===== src/rtl/vga_pkg.sv =====
// Shared types for the VGA pixel pipeline: colour, grid description and
// line-fetch FSM state encoding.
package vga_pkg;

  typedef logic [2:0] vga_color_t;

  typedef struct packed {
    logic [3:0] cell_w_log2;
    logic [3:0] cell_h_log2;
    logic [5:0] grid_cols;
    logic [7:0] grid_rows;
    vga_color_t bg_color;
  } vga_grid_params_t;

  typedef enum logic [1:0] {
    IDLE  = 2'd0,
    FETCH = 2'd1,
    DRAIN = 2'd2
  } fetch_state_t;

endpackage


===== src/rtl/vga_line_buffer.sv =====
// One grid row of cell colours: synchronous write, combinational read,
// synchronous clear to the background colour.
module vga_line_buffer
  import vga_pkg::*;
#(
  parameter int         DEPTH    = 10,
  parameter int         IDX_BITS = 4,
  parameter vga_color_t BG_COLOR = 3'b000
) (
  input  logic                VGA_clk,
  input  logic                reset,
  input  logic                wr_en,
  input  logic [IDX_BITS-1:0] wr_idx,
  input  vga_color_t          wr_data,
  input  logic [IDX_BITS-1:0] rd_idx,
  output vga_color_t          rd_data
);

  vga_color_t mem [DEPTH];

  always_ff @(posedge VGA_clk) begin
    if (reset) begin
      for (int i = 0; i < DEPTH; i++) mem[i] <= BG_COLOR;
    end else if (wr_en && (32'(wr_idx) < 32'(DEPTH))) begin
      mem[wr_idx] <= wr_data;
    end
  end

  assign rd_data = (32'(rd_idx) < 32'(DEPTH)) ? mem[rd_idx] : BG_COLOR;

endmodule


===== src/rtl/vga_cell_line_fetcher.sv =====
// Cell-grid pixel source: prefetches the next grid row from cell RAM during
// h-blank, then serves pixel colours combinationally from the line buffer.
module vga_cell_line_fetcher
  import vga_pkg::*;
#(
  parameter int         H_VISIBLE    = 640,
  parameter int         V_VISIBLE    = 480,
  parameter int         PIXEL_X_BITS = 10,
  parameter int         PIXEL_Y_BITS = 10,
  parameter int         CELL_W_LOG2  = 4,
  parameter int         CELL_H_LOG2  = 4,
  parameter int         GRID_COLS    = 10,
  parameter int         GRID_ROWS    = 20,
  parameter vga_color_t BG_COLOR     = 3'b000,
  parameter int         ADDR_BITS    = $clog2(GRID_COLS*GRID_ROWS)
) (
  input  logic                    VGA_clk,
  input  logic                    reset,
  input  logic [PIXEL_X_BITS-1:0] pixel_x,
  input  logic [PIXEL_Y_BITS-1:0] pixel_y,
  output logic                    cell_rd_en,
  output logic [ADDR_BITS-1:0]    cell_rd_addr,
  input  logic [2:0]              cell_rd_data,
  output logic                    pixel_value_next_R,
  output logic                    pixel_value_next_G,
  output logic                    pixel_value_next_B,
  output logic                    frame_tick,
  output logic                    fetch_busy,
  output logic                    overrun,
  output logic [1:0]              fetch_state
);

  localparam int         COL_BITS = $clog2(GRID_COLS+1);
  localparam logic [1:0] S_IDLE   = 2'(IDLE);
  localparam logic [1:0] S_FETCH  = 2'(FETCH);
  localparam logic [1:0] S_DRAIN  = 2'(DRAIN);

  logic [1:0]              state;
  logic [ADDR_BITS-1:0]    row;
  logic [COL_BITS-1:0]     col;
  logic                    row_valid;
  logic                    trigger;
  logic                    last_line;
  logic                    row_in_grid;
  logic [PIXEL_Y_BITS-1:0] next_y;
  logic [PIXEL_Y_BITS-1:0] next_row;
  logic [PIXEL_X_BITS-1:0] cell_x;
  logic                    buf_wr_en;
  logic [COL_BITS-1:0]     buf_wr_idx;
  vga_color_t              buf_rd_data;
  vga_color_t              pix_color;

  assign trigger     = (pixel_x == PIXEL_X_BITS'(H_VISIBLE-1));
  assign last_line   = (pixel_y == PIXEL_Y_BITS'(V_VISIBLE-1));
  // v-blank holds pixel_y at 0, so next_y=1 still lands in grid row 0.
  assign next_y      = last_line ? '0 : pixel_y + PIXEL_Y_BITS'(1);
  assign next_row    = next_y >> CELL_H_LOG2;
  assign row_in_grid = (32'(next_row) < 32'(GRID_ROWS));

  assign fetch_state  = state;
  assign fetch_busy   = (state != S_IDLE);
  assign frame_tick   = !reset && trigger && last_line;
  assign cell_rd_en   = (state == S_FETCH);
  assign cell_rd_addr = cell_rd_en ?
                        (ADDR_BITS'(row * ADDR_BITS'(GRID_COLS)) + ADDR_BITS'(col)) : '0;

  // RAM data lags the strobe by one cycle, so the word for col-1 lands now.
  assign buf_wr_en  = ((state == S_FETCH) && (col != '0)) || (state == S_DRAIN);
  assign buf_wr_idx = col - COL_BITS'(1);

  always_ff @(posedge VGA_clk) begin
    if (reset) begin
      state     <= S_IDLE;
      row       <= '0;
      col       <= '0;
      row_valid <= 1'b0;
      overrun   <= 1'b0;
    end else begin
      if (fetch_busy && (trigger || (pixel_x == PIXEL_X_BITS'(1)))) overrun <= 1'b1;
      case (state)
        S_IDLE: begin
          if (trigger) begin
            if (row_in_grid) begin
              row   <= ADDR_BITS'(next_row);
              col   <= '0;
              state <= S_FETCH;
            end else begin
              row_valid <= 1'b0;
            end
          end
        end
        S_FETCH: begin
          col <= col + COL_BITS'(1);
          if (col == COL_BITS'(GRID_COLS-1)) state <= S_DRAIN;
        end
        S_DRAIN: begin
          row_valid <= 1'b1;
          state     <= S_IDLE;
        end
        default: state <= S_IDLE;
      endcase
    end
  end

  vga_line_buffer #(
    .DEPTH   (GRID_COLS),
    .IDX_BITS(COL_BITS),
    .BG_COLOR(BG_COLOR)
  ) u_line_buf (
    .VGA_clk(VGA_clk),
    .reset  (reset),
    .wr_en  (buf_wr_en),
    .wr_idx (buf_wr_idx),
    .wr_data(cell_rd_data),
    .rd_idx (cell_x[COL_BITS-1:0]),
    .rd_data(buf_rd_data)
  );

  assign cell_x    = pixel_x >> CELL_W_LOG2;
  assign pix_color = (row_valid && (32'(cell_x) < 32'(GRID_COLS))) ? buf_rd_data : BG_COLOR;
  assign {pixel_value_next_R, pixel_value_next_G, pixel_value_next_B} = pix_color;

endmodule


===== config.mk =====
export PLATFORM = sky130hd
export DESIGN_NAME = vga_cell_line_fetcher
export DESIGN_NICKNAME = d
export VERILOG_FILES = /design/src/rtl/vga_pkg.sv /design/src/rtl/vga_line_buffer.sv /design/src/rtl/vga_cell_line_fetcher.sv
export SDC_FILE = /design/constraint.sdc
export NUM_CORES = 1
export LEC_CHECK = 0
export ABC_AREA = 1
export CORE_MARGIN = 1
export CORE_UTILIZATION = 40
export CTS_CLUSTER_DIAMETER = 120
export CTS_CLUSTER_SIZE = 28
export DETAILED_ROUTE_END_ITERATION = 8
export PLACE_DENSITY_LB_ADDON = 0.25
export SLEW_MARGIN = 5
export SYNTH_ARGS = -nofsm -noshare
export SYNTH_HDL_FRONTEND = slang
export SYNTH_SLANG_ARGS = --single-unit

===== constraint.sdc =====
create_clock -name VGA_clk -period 2.2 [get_ports VGA_clk]
set_input_delay 0.22 -clock VGA_clk [delete_from_list [all_inputs] [get_ports VGA_clk]]
set_output_delay 0.22 -clock VGA_clk [all_outputs]
set_load 0.02 [all_outputs]

==> results of run 1 <==
logic make-up after synthesis:
kind of cell             share of synthesized area
AND/OR/NAND/NOR                             0.3103
AO/OA/AOI/OAI                              0.08273
XOR/XNOR                                   0.01920
flip-flops                                  0.4314
buffers and inverters                      0.08226
adder cells (fa/ha/maj)                    0.07404
critical path, cell delays in order, from the launching register on:
cell     delay, ns
dfxtp_2       0.35
ha_4          0.24
ha_4          0.16
fa_2          0.55
inv_2         0.04
nor2_1        0.08
nand2_1       0.07
xor2_1        0.17
nor2_2        0.10
buf_6         0.12
Yosys cell counts (5+ instances only):
library cell  number  share of area
edfxtp_1          30           0.33
a21oi_1           13          0.024
nor3_1             5         0.0091
nand2_1           80           0.11
o21ai_0           16          0.029
inv_1             48          0.066
ha_1              13          0.059
clkbuf_1           5         0.0069
o32ai_1            6          0.019
nand3_1           26          0.048
dfxtp_1           14           0.10
nor2_1            81           0.11
routing by layer:
metal  global-route usage  vias up  part of all wire
met5                    0        -                 0
met3              0.03441       11             0.055
met2               0.3112       75              0.46
met4              0.05085        0             0.016
met1               0.2667     1182              0.47
li1                     -     1349                 -
path summary, 6_finish.rpt:
kind | to | cells after the start
hold / removal | overrun | 2
hold reg to reg | overrun | 2
setup / recovery | cell_rd_addr[7] | 9
setup reg to reg | u_line_buf.mem[8][2] | 11
state kept, by name, indices dropped and copies added (netlist names):
register	flops
col	4
row	6
u_line_buf.mem	30
fetch_state	2
overrun	1
row_valid	1
per-stage QoR:
step	setup TNS (ns)	power, mW	setup WS, ns	util
floorplan	0	0.9975	0.01295	-
global placement	-2.058	1.086	-0.3920	0.5444
detailed placement	-1.888	1.088	-0.3922	0.5444
CTS	-0.5808	1.714	-0.2498	0.5687
global route	-1.651	1.778	-0.2668	0.5983
finish	-0.4072	1.722	-0.1893	0.5983
layout make-up:
class | count | area (µm²) | area share
Clock buffer | 5 | 68.82 | 0.01771
Clock inverter | 3 | 46.29 | 0.01191
Inverter | 51 | 195.2 | 0.05023
Multi-Input combinational cell | 265 | 1577 | 0.4057
Sequential cell | 44 | 1187 | 0.3055
Tap cell | 77 | 96.34 | 0.02479
Timing Repair Buffer | 80 | 715.7 | 0.1842
report_power, final:
part	internal, mW	switching, mW
logic	0.0889	0.0888
clock network	0.342	0.299
registers	0.898	0.00543
total	1.33	0.393
what timing repair did:
action / in CTS / in global routing
hold buffers: 0 / 0
pin swaps: 8 / 8
buffers inserted: 0 / 1
setup endpoints to repair: 10 / 40
gates resized for setup: 40 / 53
==> results.txt, run 1 <==
----------------------------------------------------
[Outcome]
  Status ... complete, but fails checks
  Violations in the final reports ... negative setup slack

[Clock tree]
  TritonCTS buffer count ... 5
  H-Tree Depth ... 2
  Buffer levels on the longest clock path ... 2
  Insertion delay of the later-clocked pin in the worst-skew pair ... 0.30 ns
  Clock sinks ... 44
  Root buffer selected by CTS ... clkbuf_8
  CTS tree ... done
  Clk pin slew, worst setup/hold paths ... 0.09 ns

[Yosys]
  Syn_area_per_cell ... 7.439 µm²
  Cell count after synthesis ... 368
  Post-synth cell types ... 29
  Dominant synthesized flop cell ... edfxtp_1
  Number of register bits inferred by synthesis ... 44
  Post-synth EDFFs ... 30
  Post-synthesis instance area ... 2738 µm²
  Synthesized netlist net count ... 408
  Post-synthesis sequential area ratio ... 0.4314
  Share of async-settable or async-resettable flops after synthesis ... 0
  Synthesis Warnings ... 0

[Hold path]
  Class of the worst hold path ... flop to flop
  Startpoint of the tightest hold check path ... overrun

[Critical path]
  RR Startpoint ... col[1]
  Worst Setup End Kind ... output pin
  Register-to-register setup slack ... 0.08 ns
  Arrival time of the worst setup path ... 2.17 ns
  Worst Setup Start Kind ... flop
  Largest driver fanout on the critical path ... 2
  Data required time of the worst path ... 1.98 ns
  Beginning of the critical path ... row[3]
  WS Path Type ... flop to output pin

[Finish]
  Commonest non-fill, non-tap cell in the layout ... nor2_1
  Area grow syn2layout ... 41.96%
  Share of layout cells above drive strength 1 ... 0.2455
  Fill cell count ... 578
  Area of all placed cells without fillers ... 3886 µm²
  Final Non-Filler Cells ... 525
  # nets final ... 487
  Count of antenna diodes in the layout ... 0
  Top library cells by usage in the layout, fill and taps aside ... 77 x nor2_1, 67 x nand2_1, 45 x inv_1

[GRT]
  Pin count of the biggest net entering global routing ... 19
  Global-route congestion overflow total ... 0
  Vias in the first global route ... 2,439
  Number of antenna violations at the first check in global routing ... 0
  First-pass GRT wire length ... 10,960 µm
  Gr usage total ... 0.1923

[Timing]
  Max-slew violation count ... 0
  Final critical-path share of the clock period ... 1.086
  Hold Slack ... 0.4492 ns
  Final worst slack ... -0.1893 ns
  Worst slew margin relative to its limit ... 0.7530
  Clock period minus worst slack ... 2.389 ns
  Transition at the pin with the smallest max-transition slack ... 0.3677 ns
  Achievable clock frequency ... 418.5 MHz
  Setup repair after global routing missed its margin ... yes
  Skew final ... 0.003773 ns
  Final Hold Vio Count ... 0
  Number of endpoints failing setup at the final stage ... 3

[Floorplanning]
  Core Footprint ... 6495 µm²
  I/O pins ... 42
  Effective utilization at floorplan ... 0.4215
  Overall die height ... 84.73 µm
  Die Area ... 7179 µm²
  Die Width ... 84.73 µm
  Number of placement rows ... 29

[Drt]
  Routed WL ... 6714 µm
  Post-route ant nets ... 0
  WL per Instance ... 12.79 µm
  Vias per cell ... 4.985
  Total via count after detailed routing ... 2,617
  Number of DRC violations after detailed routing ... 0
  Detailed router's first-iteration violation count ... 155
  Number of detailed-routing iterations run before antenna repair ... 9

[Placed design]
  Final weighted congestion in routability-driven placement ... 0.8345
  Port Buf Inserts ... 41
  Post-Place Cells ... 516
  Total placed instance area ... 3536 µm²
  Post-DP HPWL ... 4903 µm

[Run]
  Max-cap check violation count ... 0

[Power]
  Static power due to leakage ... 1.745 nW
  Power density cells ... 443.0 nW/µm²
  Worst vdd rail ir drop ... 0.2878 mV

----------------------------------------------------
(Power assumes the default switching activity.)
==> run 2, diff against run 1 <==
--- a/config.mk
+++ b/config.mk
@@ -15,4 +15,5 @@
 export SLEW_MARGIN = 5
 export SYNTH_ARGS = -nofsm -noshare
 export SYNTH_HDL_FRONTEND = slang
+export SYNTH_HIERARCHICAL = 1
 export SYNTH_SLANG_ARGS = --single-unit
==> results.txt, run 2 <==
----------------------------------------------------
[Finish]
  # nets final ... 511
  Final Non-Filler Cells ... 568
  Area grow syn2layout ... 37.20%
  Count of antenna diodes in the layout ... 0
  Top library cells by usage in the layout, fill and taps aside ... 75 x nand2_1, 61 x inv_1, 61 x nor2_1
  Fill cell count ... 652
  Share of layout cells above drive strength 1 ... 0.2585
  Max reg flops ... 30
  Leading registers by flop count ... u_line_buf/mem x30, row x6, col x4
  Multi-input gate area in the final layout ... 1664 µm²
  Commonest non-fill, non-tap cell in the layout ... nand2_1
  FF/Latch Area ... 1186 µm²
  Area of all placed cells without fillers ... 4056 µm²
  Reg with most FFs ... u_line_buf/mem

[Critical path]
  Largest delay share family, worst path ... adder cells
  Largest driver fanout on the critical path ... 3
  Worst Setup Start Kind ... flop
  Number of cells on the critical path ... 11
  Cell type of the slowest stage on the worst timing path ... fa_1
  RR Endpoint ... u_line_buf/mem[9][0]
  Combined buffer and inverter count along the critical path ... 4
  Worst Reg-to-Reg Cells ... 8
  Capture point of the critical path ... cell_rd_addr[7]
  RR Startpoint ... col[1]
  Register-to-register setup slack ... 0.12 ns
  WS Path Type ... flop to output pin
  Beginning of the critical path ... row[0]
  CP cell instances ... ha_1 > fa_1 > nand2_1 > inv_1 > o21ai_1 > nor2_1 > inv_1 > nor2_2 > buf_4 > a21oi_2 > buf_4
  Critical Path Max Stage Delay ... 0.39 ns
  Arrival time of the worst setup path ... 2.22 ns
  Worst Setup End Kind ... output pin
  Data required time of the worst path ... 1.98 ns

[Clock tree]
  Insertion delay of the later-clocked pin in the worst-skew pair ... 0.29 ns
  Clk pin slew, worst setup/hold paths ... 0.08 ns
  Buffer levels on the longest clock path ... 2
  H-Tree Depth ... 2
  Hold buffer count at cts ... 0
  TritonCTS buffer count ... 5
  Clock sinks ... 44
  Root buffer selected by CTS ... clkbuf_8
  CTS tree ... done
  Postcts setup bufs ... 0

[Yosys]
  Library cell with the highest instance count after synthesis ... nand2_1
  Yosys top cell area share ... 0.3047
  Dominant synthesized flop cell ... edfxtp_1
  Post-synth EDFFs ... 30
  Synthesized netlist net count ... 425
  Post-synth cell types ... 35
  Number of register bits inferred by synthesis ... 44
  Post-Synth XOR/XNOR Area ... 0.02031
  Top cells by area, synth ... edfxtp_1 30%, nand2_1 10%, dfxtp_1 9.5%
  Synthesized-area fraction occupied by and/or/nand/nor cells ... 0.3381
  Syn_area_per_cell ... 7.679 µm²
  Synthesis Warnings ... 6
  Share of async-settable or async-resettable flops after synthesis ... 0
  Synth Area in Compound Gates ... 0.08506
  Post-synthesis instance area ... 2957 µm²
  Main combinational cell family by area after synthesis ... simple AND/OR/NAND/NOR gates
  Cell count after synthesis ... 385
  Most frequent cells after synthesis ... 79 x nand2_1, 63 x nor2_1, 62 x inv_1, 30 x edfxtp_1, 21 x nand3_1
  Post-synthesis sequential area ratio ... 0.3995
  Cell type with the highest aggregate area in the netlist ... edfxtp_1
  Arithmetic-cell share of the synthesized area counting full adders, half adders and majority gates ... 0.06856
  Multiplexer area fraction after synthesis ... 0

[Placed design]
  Total placed instance area ... 3820 µm²
  Post-Place Cells ... 560
  Port Buf Inserts ... 41
  Post-DP HPWL ... 5437 µm
  Final weighted congestion in routability-driven placement ... 0.8343
  Post-Place Worst Slack ... -0.4312 ns

[Power]
  Static power due to leakage ... 1.836 nW
  Power density cells ... 424.2 nW/µm²
  Tot Pwr ... 1.721 mW
  Worst vdd rail ir drop ... 0.3008 mV

[Drt]
  Post-route ant nets ... 0
  WL per Instance ... 12.56 µm
  Number of detailed-routing iterations run before antenna repair ... 4
  Total via count after detailed routing ... 2,761
  Vias per cell ... 4.861
  Routed WL ... 7133 µm
  Number of DRC violations after detailed routing ... 0
  Detailed router's first-iteration violation count ... 130

[Timing]
  Number of endpoints failing setup at the final stage ... 3
  Achievable clock frequency ... 410.3 MHz
  Skew final ... 0.006572 ns
  Final Hold Vio Count ... 0
  Worst slew margin relative to its limit ... 0.6482
  Final critical-path share of the clock period ... 1.108
  Clock period minus worst slack ... 2.438 ns
  Setup TNS after final layout ... -0.4964 ns
  Transition at the pin with the smallest max-transition slack ... 0.5209 ns
  Setup repair after global routing missed its margin ... yes
  Final worst slack ... -0.2375 ns
  Max-slew violation count ... 0

[Floorplanning]
  Number of placement rows ... 30
  Core Footprint ... 6982 µm²
  Die Area ... 7740 µm²
  Overall die height ... 87.98 µm
  Die Width ... 87.98 µm
  Effective utilization at floorplan ... 0.4235
  I/O pins ... 42

[GRT]
  Vias in the first global route ... 2,609
  Number of antenna violations at the first check in global routing ... 0
  Gr usage total ... 0.1912
  Global-route congestion overflow total ... 0
  First-pass GRT wire length ... 11,540 µm
  Pin count of the biggest net entering global routing ... 16

[Outcome]
  Violations in the final reports ... negative setup slack
  Status ... complete, but fails checks

[Hold path]
  Class of the worst hold path ... flop to flop

[Run]
  Max-cap check violation count ... 0

----------------------------------------------------
run 2: how the worst min path moves through the flow:
stage	startpoint	to	cells past startpoint
after floorplan	reset	col[3]	3
after global placement	overrun	overrun	2
after detailed placement	overrun	overrun	2
after CTS	row[5]	row[5]	2
after global routing	overrun	overrun	2
final	row[5]	row[5]	2
run 2: cell families (layout without fill, tap and decap cells):
kind of cell	count (synthesis)	in the layout
simple gates	210	210
buf+inv	68	155
flops	44	44
compound gates	42	42
fa+ha+maj	15	15
xor+xnor	6	6
run 2: routing by layer:
layer | global-route usage | vias to the layer above | part of all wire
met2 | 0.3347 | 59 | 0.50
met4 | 0.05365 | 0 | 0.0041
met1 | 0.2478 | 1287 | 0.46
met3 | 0.02356 | 2 | 0.031
li1 | - | 1413 | -
met5 | 0 | - | 0
run 2: final cells by class:
class	instances	share of cell area
clock buffer	5	0.01696
clock inverter	3	0.01049
inverter	63	0.05891
multi-input combinational	273	0.4102
sequential	44	0.2924
tap	96	0.02961
timing repair buffer	84	0.1814
run 2: metrics by stage:
step	util	hold WS, ns
2_1_floorplan	-	0.4231
3_5_place_dp	0.5471	0.4639
4_1_cts	0.5708	0.4780
3_3_place_gp	0.5471	0.4592
6_report	0.5810	0.4786
5_1_grt	0.5810	0.5045
run 2: timing repair:
action                                  4_1_cts  5_1_grt
gates cloned                                  0        0
endpoints found under the hold margin         0        0
endpoints found under the setup margin       10       27
gates resized for setup                      41       22
pin swaps                                     9        2
run 2: worst reg2reg max path, delay by kind of cell, from the launching register on:
| kind | cells | cell delay [ns] |
|---|---|---|
| AO/OA/AOI/OAI | 1 | 0.26 |
| adder cells (fa/ha/maj) | 1 | 0.32 |
| flip-flops | 1 | 0.36 |
| AND/OR/NAND/NOR | 2 | 0.37 |
| buffers and inverters | 4 | 0.46 |
run 2: where the power goes:
group / switching, mW / internal [mW] / total (mW)
sequential: 0.00556 / 0.898 / 0.903
clock: 0.277 / 0.336 / 0.613
combinational: 0.107 / 0.0974 / 0.205
==> run 3, diff against run 2 <==
--- a/config.mk
+++ b/config.mk
@@ -11,7 +11,7 @@
 export CTS_CLUSTER_DIAMETER = 120
 export CTS_CLUSTER_SIZE = 28
 export DETAILED_ROUTE_END_ITERATION = 8
-export PLACE_DENSITY_LB_ADDON = 0.25
+export MAX_ROUTING_LAYER = met4
 export SLEW_MARGIN = 5
 export SYNTH_ARGS = -nofsm -noshare
 export SYNTH_HDL_FRONTEND = slang
==> results.txt, run 3 (same netlist as run 2, synthesis figures left out) <==
----------------------------------------------------
[Outcome]
  Status ... complete, but fails checks
  Violations in the final reports ... negative setup slack

[Drt]
  Number of DRC violations after detailed routing ... 0
  Post-route ant nets ... 0
  Number of detailed-routing iterations run before antenna repair ... 4
  Vias per cell ... 4.781
  Total via count after detailed routing ... 2,730
  Detailed router's first-iteration violation count ... 117
  WL per Instance ... 11.84 µm
  Routed WL ... 6760 µm

[Clock tree]
  Hold buffer count at cts ... 0
  Clk pin slew, worst setup/hold paths ... 0.08 ns
  Insertion delay of the later-clocked pin in the worst-skew pair ... 0.30 ns
  CTS tree ... done
  Root buffer selected by CTS ... clkbuf_8
  Buffer levels on the longest clock path ... 2
  Clock sinks ... 44
  H-Tree Depth ... 2
  TritonCTS buffer count ... 5

[Timing]
  Skew final ... 0.007649 ns
  Achievable clock frequency ... 421.6 MHz
  Number of endpoints failing setup at the final stage ... 3
  Hold Slack ... 0.4730 ns
  Final Hold Vio Count ... 0
  Final critical-path share of the clock period ... 1.078
  Clock period minus worst slack ... 2.372 ns
  Transition at the pin with the smallest max-transition slack ... 0.4140 ns
  Worst slew margin relative to its limit ... 0.7204
  Setup repair after global routing missed its margin ... yes
  Max-slew violation count ... 0
  Final worst slack ... -0.1719 ns

[Floorplanning]
  Core Footprint ... 6982 µm²
  Effective utilization at floorplan ... 0.4235
  Number of placement rows ... 30
  Die Width ... 87.98 µm
  Overall die height ... 87.98 µm
  Die Area ... 7740 µm²
  I/O pins ... 42

[GRT]
  Number of antenna violations at the first check in global routing ... 0
  Busiest metal layer after global routing ... met2
  Gr usage total ... 0.1937
  First-pass GRT wire length ... 11,270 µm
  Met1 capacity usage during global routing ... 0.2669
  Vias in the first global route ... 2,497
  Met2 global-route usage ... 0.3002
  Global-route congestion overflow total ... 0
  Pin count of the biggest net entering global routing ... 16
  Met3 track demand over resource in global routing ... 0.02922

[Finish]
  Share of layout cells above drive strength 1 ... 0.2737
  # nets final ... 514
  Reg with most FFs ... u_line_buf/mem
  Leading registers by flop count ... u_line_buf/mem x30, row x6, col x4
  Commonest non-fill, non-tap cell in the layout ... nand2_1
  Top library cells by usage in the layout, fill and taps aside ... 77 x nand2_1, 60 x nor2_1, 59 x inv_1
  Count of antenna diodes in the layout ... 0
  Area grow syn2layout ... 37.96%
  Max reg flops ... 30

[Placed design]
  Post-Place Worst Slack ... -0.4515 ns
  Port Buf Inserts ... 41
  Post-DP HPWL ... 5297 µm
  Final weighted congestion in routability-driven placement ... 0.8296

[Run]
  Max-cap check violation count ... 0

[Hold path]
  Class of the worst hold path ... flop to flop

[Critical path]
  Worst Setup End Kind ... output pin
  Data required time of the worst path ... 1.98 ns
  CP cell instances ... ha_4 > ha_4 > inv_2 > fa_2 > nor2_2 > inv_2 > nor2_4 > buf_4 > a21oi_2 > buf_4
  WS Path Type ... flop to output pin
  Worst Setup Start Kind ... flop
  Arrival time of the worst setup path ... 2.15 ns
  Cell type of the slowest stage on the worst timing path ... fa_2
  Largest driver fanout on the critical path ... 3
  Critical Path Max Stage Delay ... 0.56 ns

[Power]
  Sw power ... 389.4 µW
  Power density cells ... 422.0 nW/µm²
  Combinational group share of total power ... 0.119
  Total internal power ... 1.332 mW
  Sequential share of power ... 0.524
  Switching part of the total ... 0.2262
  Clock group share of total power ... 0.357
  Static power due to leakage ... 1.836 nW
  Worst vdd rail ir drop ... 0.2384 mV

----------------------------------------------------
## run 3: what timing repair did
action                                  in CTS  in global routing
gates cloned                                 0                  0
gates resized for setup                     41                 33
hold endpoints to repair                     0                  0
endpoints found under the setup margin      10                 37
buffers inserted                             0                  3
pin swaps                                    7                  8
## run 3: routing by layer
layer  vias up  share of wire  wire [µm]
li1       1422              -          -
met1      1238           0.49       3330
met2        65           0.45       3073
met3         5          0.047        316
met4         0         0.0058         39
met5         -              0          0
## run 3: area by class of cell
cell class                      count  area [µm²]
Multi-Input combinational cell    273        1685
Inverter                           63       239.0
Tap cell                           96       120.1
Fill cell                         651        2903
Sequential cell                    44        1186
Clock buffer                        5       68.82
Clock inverter                      3       42.54
Timing Repair Buffer               87       737.0
## run 3: path summary, 6_finish.rpt
check                             start  cells after the start  slack [ns]              endpoint
worst max-delay path             row[3]                     10       -0.17       cell_rd_addr[7]
worst min register to register  overrun                      2        0.47               overrun
worst min-delay path            overrun                      2        0.47               overrun
worst max register to register   col[0]                     10        0.14  u_line_buf/mem[8][2]
## run 3: critical path: cells and delay by family (launching register included)
kind | cells | cell delay, ns
compound gates | 1 | 0.10
fa+ha+maj | 3 | 0.94
buf+inv | 4 | 0.37
flops | 1 | 0.34
simple gates | 2 | 0.08
## run 3: power groups by stage
stage               clock network [mW]  logic, mW  registers [mW]
detailed placement                   0      0.205           0.922
global placement                     0      0.202           0.922
finish                           0.614      0.205           0.902
CTS                              0.618      0.206           0.903
floorplan                            0     0.0995           0.920
global route                     0.665      0.227           0.905
## run 3: metrics by stage
stage,std cells,utilization,power (mW),setup TNS (ns),area (µm²)
floorplan,385,-,1.020,0,2964
global placement,560,0.5453,1.124,-1.897,3807
detailed placement,560,0.5453,1.127,-2.087,3807
CTS,568,0.5690,1.727,-0.4982,3973
global route,571,0.5842,1.797,-0.6980,4079
finish,571,0.5842,1.722,-0.3946,4079
